<file path="config.mk">
export PLATFORM = sky130hd
export DESIGN_NAME = apb_master_ctrl
export DESIGN_NICKNAME = d
export VERILOG_FILES = /design/src/rtl/apb_master_ctrl.sv
export SDC_FILE = /design/constraint.sdc
export NUM_CORES = 1
export LEC_CHECK = 0
export CAP_MARGIN = 20
export CORE_ASPECT_RATIO = 0.7
export CORE_MARGIN = 1
export CORE_UTILIZATION = 41
export CTS_BUF_LIST = sky130_fd_sc_hd__clkbuf_16
export DETAILED_ROUTE_END_ITERATION = 10
export GPL_ROUTABILITY_DRIVEN = 0
export PLACE_DENSITY = 0.8
export SLEW_MARGIN = 10
export SYNTH_ARGS = -nofsm -noshare
export SYNTH_HDL_FRONTEND = slang
export SYNTH_SLANG_ARGS = --single-unit
</file>
<file path="constraint.sdc">
create_clock -name PCLK -period 3.2 [get_ports PCLK]
set_clock_uncertainty 0.15 [all_clocks]
set_input_delay 0.32 -clock PCLK [delete_from_list [all_inputs] [get_ports PCLK]]
set_output_delay 0.32 -clock PCLK [all_outputs]
set_load 0.02 [all_outputs]
</file>
<file path="src/rtl/apb_master_ctrl.sv">
// APB requester: takes single read/write commands on valid/ready, runs SETUP/ACCESS,
// and returns read data or a timeout error as a one-cycle response pulse.
module apb_master_ctrl #(
    parameter int unsigned ADDR_W  = 32,
    parameter int unsigned DATA_W  = 32,
    parameter int unsigned TIMEOUT = 16
) (
    input  logic              PCLK,
    input  logic              PRESETn,
    input  logic              cmd_valid,
    output logic              cmd_ready,
    input  logic              cmd_write,
    input  logic [ADDR_W-1:0] cmd_addr,
    input  logic [DATA_W-1:0] cmd_wdata,
    output logic              rsp_valid,
    output logic [DATA_W-1:0] rsp_rdata,
    output logic              rsp_err,
    output logic              PSEL,
    output logic              PENABLE,
    output logic              PWRITE,
    output logic [ADDR_W-1:0] PRWADDR,
    output logic [DATA_W-1:0] PRWDATA,
    input  logic [DATA_W-1:0] PRWDATA1,
    input  logic              PREADY
);

    // A zero TIMEOUT still needs a 1-bit counter; it saturates instead of wrapping.
    localparam int unsigned CNT_W = (TIMEOUT == 0) ? 1 : $clog2(TIMEOUT + 1);
    localparam logic [CNT_W-1:0] CNT_LAST = CNT_W'((TIMEOUT == 0) ? 0 : TIMEOUT - 1);

    typedef enum logic [1:0] {IDLE, SETUP, ACCESS, RESP} state_t;

    state_t           state;
    logic [CNT_W-1:0] wait_cnt;

    always_ff @(posedge PCLK or negedge PRESETn) begin
        if (!PRESETn) begin
            state     <= IDLE;
            wait_cnt  <= '0;
            cmd_ready <= 1'b0;
            rsp_valid <= 1'b0;
            rsp_rdata <= '0;
            rsp_err   <= 1'b0;
            PSEL      <= 1'b0;
            PENABLE   <= 1'b0;
            PWRITE    <= 1'b0;
            PRWADDR   <= '0;
            PRWDATA   <= '0;
        end else begin
            case (state)
                IDLE: begin
                    if (cmd_valid && cmd_ready) begin
                        PWRITE    <= cmd_write;
                        PRWADDR   <= cmd_addr;
                        PRWDATA   <= cmd_wdata;
                        PSEL      <= 1'b1;
                        cmd_ready <= 1'b0;
                        state     <= SETUP;
                    end else begin
                        cmd_ready <= 1'b1;
                    end
                end
                SETUP: begin
                    PENABLE <= 1'b1;
                    state   <= ACCESS;
                end
                ACCESS: begin
                    if (PREADY) begin
                        rsp_rdata <= PWRITE ? '0 : PRWDATA1;
                        rsp_err   <= 1'b0;
                        rsp_valid <= 1'b1;
                        PSEL      <= 1'b0;
                        PENABLE   <= 1'b0;
                        state     <= RESP;
                    end else if ((TIMEOUT != 0) && (wait_cnt == CNT_LAST)) begin
                        rsp_rdata <= '0;
                        rsp_err   <= 1'b1;
                        rsp_valid <= 1'b1;
                        PSEL      <= 1'b0;
                        PENABLE   <= 1'b0;
                        state     <= RESP;
                    end else if (wait_cnt != '1) begin
                        wait_cnt <= wait_cnt + 1'b1;
                    end
                end
                RESP: begin
                    rsp_valid <= 1'b0;
                    wait_cnt  <= '0;
                    cmd_ready <= 1'b1;
                    state     <= IDLE;
                end
                default: state <= IDLE;
            endcase
        end
    end

endmodule

</file>
==> flow_summary.ini <==
[clock_tree]
htree_levels = 3
cts.path.max_buffers = 2
clock_sinks = 109
clkLatencyLatePin_ps = 340
clock_tree_from_tritoncts = yes
postCtsSetupBuffers = 0
clk_transition_reported_paths_ps = 70
clk_root_buffer_cell = clkbuf_16
cts.repair.resized = 0
cts.hold.buffers_added = 1
cts_made_buffers = 9

[power_and_ir_drop]
leakagePower_nw = 2.87
power_density_nw_per_um2 = 1010
vdd_ir_drop_max_v = 0.000661

[worst_setup_path]
regToRegSetupSlack_ps = 740
timing.critical_path.cells = ha_1, and3_1, ha_1, or3_1, or4_1, nand3_1
timing.critical_path.required_ps = 3330
path_buf_inv = 0
crit-reg2reg-capture = wait_cnt[3]
worst_path_dominant_cell_family = simple AND/OR/NAND/NOR gates
critical_path.max_stage_delay_ps = 530
crit_slowest_cell = or4_1
kind_of_launch_point_of_the_worst_setup_path = flop
critical-path-top-cell-by-count = ha_1
setup.worst_path.end_class = flop
cp_data_arrival_time_ps = 2580
critical_path_maximum_fanout = 10
worst-setup-path-type = flop to flop
reg2regPathDepth = 6
r2r-start = wait_cnt[0]

[synthesis]
synth_edf_count = 0
synth_area_leaders = dfrtp_1 63%, mux2_2 17%, nand2_1 5.7%
synthesis.nets = 453
synth-async-reset-ratio_pct = 100
synth_cells = 345
ys.warnings.count = 0
ys_dominant_reg_cell = dfrtp_1
synthesis.area_per_instance_um2 = 12.5
synth_top_cell_area_share_pct = 63.1
post_syn_area_um2 = 4320
netlist.top_cell.by_area = dfrtp_1
unique_masters_post_synth = 30
synth_seq_area_share_pct = 63.1
yosys_register_bits = 109

[detailed_routing]
final_antenna_net_count = 0
via_count = 3281
drt-wirelength-per-cell_um = 15.6
number_of_remaining_drc_errors = 0
via_per_inst = 4.86
drt-pass1-iter-count = 4
detail_route.iter0.violations = 120
route.final.wire_length_um = 10500

[timing]
timing.final.max_slew_violations = 0
rsz_0062_raised_after_global_routing = no
setup_violations = 0
period_needed_ps = 2460
clock.fmax_mhz = 407
tns_ps = 0
layout_worst_path_cycle_share_pct = 76.8
timing_hold_violations_final = 0
slew_headroom_pct = 50.5
tightestPinTransition_ps = 742

[finish]
final.fill_count = 709
synthToLayoutAreaGrowth_pct = 56.7
antenna_cells = 0
postLayoutCellArea_um2 = 6770
drive_above_1_share_pct = 16.3
layout.nets = 650

[grt]
grt_remaining_overflow = 0
grt_start_max_net_pins = 69
first_pass_grt_wire_length_um = 16600
antenna_found_initial = 0
number_of_global_route_vias_before_repair = 3296
groute.usage.overall_pct = 19.5

[placement]
io_buffers = 202
place_area_um2 = 6480
hpwlAfterDp_um = 7870

[floorplan]
fp.coreArea_um2 = 9950
die_area_um2 = 11000
ios = 203
initial_utilization_pct = 43.5
chipWidth_um = 125
dieHeight_um = 87.9
rows = 30

[min_path]
worstHoldPathCells = 2
timing.hold.worst.start = rsp_rdata[22]
worst_hold_path.endpoint = rsp_rdata[22]
worst_min_delay_path_class = flop to flop

[status]
run_status = finished, final reports clean

[flow_run]
drv.max_cap_violation_count = 0
==> metal layers <==
| layer | track usage, % | part of all wire, % | vias to the layer above |
|---|---|---|---|
| li1 | - | - | 1575 |
| met1 | 24.5 | 44 | 1571 |
| met2 | 31.7 | 47 | 124 |
| met3 | 7.76 | 7.6 | 11 |
| met4 | 5.59 | 1.1 | 0 |
| met5 | 0 | 0 | - |
==> stage by stage <==
stage	util, %	hold slack (ps)	std cells	power [mW]	worst slack (ps)
after floorplan	-	-126	345	4.13	908
after global placement	65.2	271	658	5.72	808
after detailed placement	65.2	279	658	5.85	764
after CTS	68.1	337	675	6.90	756
after global routing	68.1	357	675	7.20	635
final	68.1	332	675	6.81	744
==> worst max-delay path by stage <==
stage / startpoint / endpoint / slack, ps / depth (start not counted)
detailed placement: wait_cnt[0] / wait_cnt[3] / 760 / 6
global placement: wait_cnt[0] / wait_cnt[3] / 810 / 6
finish: wait_cnt[0] / wait_cnt[3] / 740 / 6
CTS: wait_cnt[0] / wait_cnt[3] / 760 / 6
global route: wait_cnt[0] / wait_cnt[3] / 640 / 6
floorplan: wait_cnt[0] / wait_cnt[3] / 910 / 7
==> cell usage in the layout, fill, tap and decap left out, drive strengths merged, types with 2 or more instances in the layout <==
| cell type | instances |
|---|---|
| or3 | 2 |
| nand3 | 6 |
| inv | 11 |
| buf | 5 |
| nor4 | 2 |
| clkbuf | 9 |
| o21ai | 36 |
| clkinvlp | 3 |
| o311ai | 2 |
| clkdlybuf4s50 | 201 |
| o2bb2ai | 2 |
| a311o | 2 |
| clkinv | 2 |
| nand2 | 66 |
| ha | 7 |
| mux2 | 66 |
| dfrtp | 109 |
| nor2b | 2 |
==> cell families after synthesis <==
| logic type | count (synthesis) | share of synthesized area (%) |
|---|---|---|
| compound gates | 48 | 6.48 |
| flops | 109 | 63.1 |
| simple gates | 85 | 8.31 |
| buf+inv | 30 | 2.89 |
| fa+ha+maj | 7 | 2.03 |
| mux | 66 | 17.2 |
==> cells in the mapped netlist (2+ instances only) <==
cell	n
a311o_1	2
buf_2	4
clkbuf_1	16
dfrtp_1	109
ha_1	7
inv_1	9
mux2_2	66
nand2_1	66
nand3_1	6
nor2b_1	2
nor4_1	2
o21ai_0	35
o2bb2ai_1	2
o311ai_0	2
or3_1	2
==> report_power, final <==
group	total [mW]	leakage [nW]	switching (mW)	internal [mW]
Combinational	3.40	1.38	1.65	1.75
Sequential	2.38	1.35	0.350	2.04
Clock	1.03	0.129	0.500	0.531
==> cell type report <==
cell class                      count  area (um2)  share of cell area (%)
Clock buffer                        9         225                    3.33
Timing Repair Buffer              207        2080                    30.8
Inverter                            9        33.8                   0.499
Sequential cell                   109        2730                    40.3
Tap cell                          128         160                    2.36
Multi-Input combinational cell    206        1490                    22.0
Clock inverter                      7        52.6                   0.776
==> registers in the layout, summed over array words and instances (netlist names) <==
signal and count:
PRWADDR 32, PRWDATA 32, rsp_rdata 32, wait_cnt 5, state 2, PENABLE 1, PSEL 1, PWRITE 1
cmd_ready 1, rsp_err 1, rsp_valid 1
==> worst reg2reg max path: stages, from the launching register on <==
cell and delay [ps]:
dfrtp_1 420, ha_1 240, and3_1 210, ha_1 250, or3_1 500, or4_1 530, nand3_1 90
Note: power is estimated with default switching activity, not from simulation.
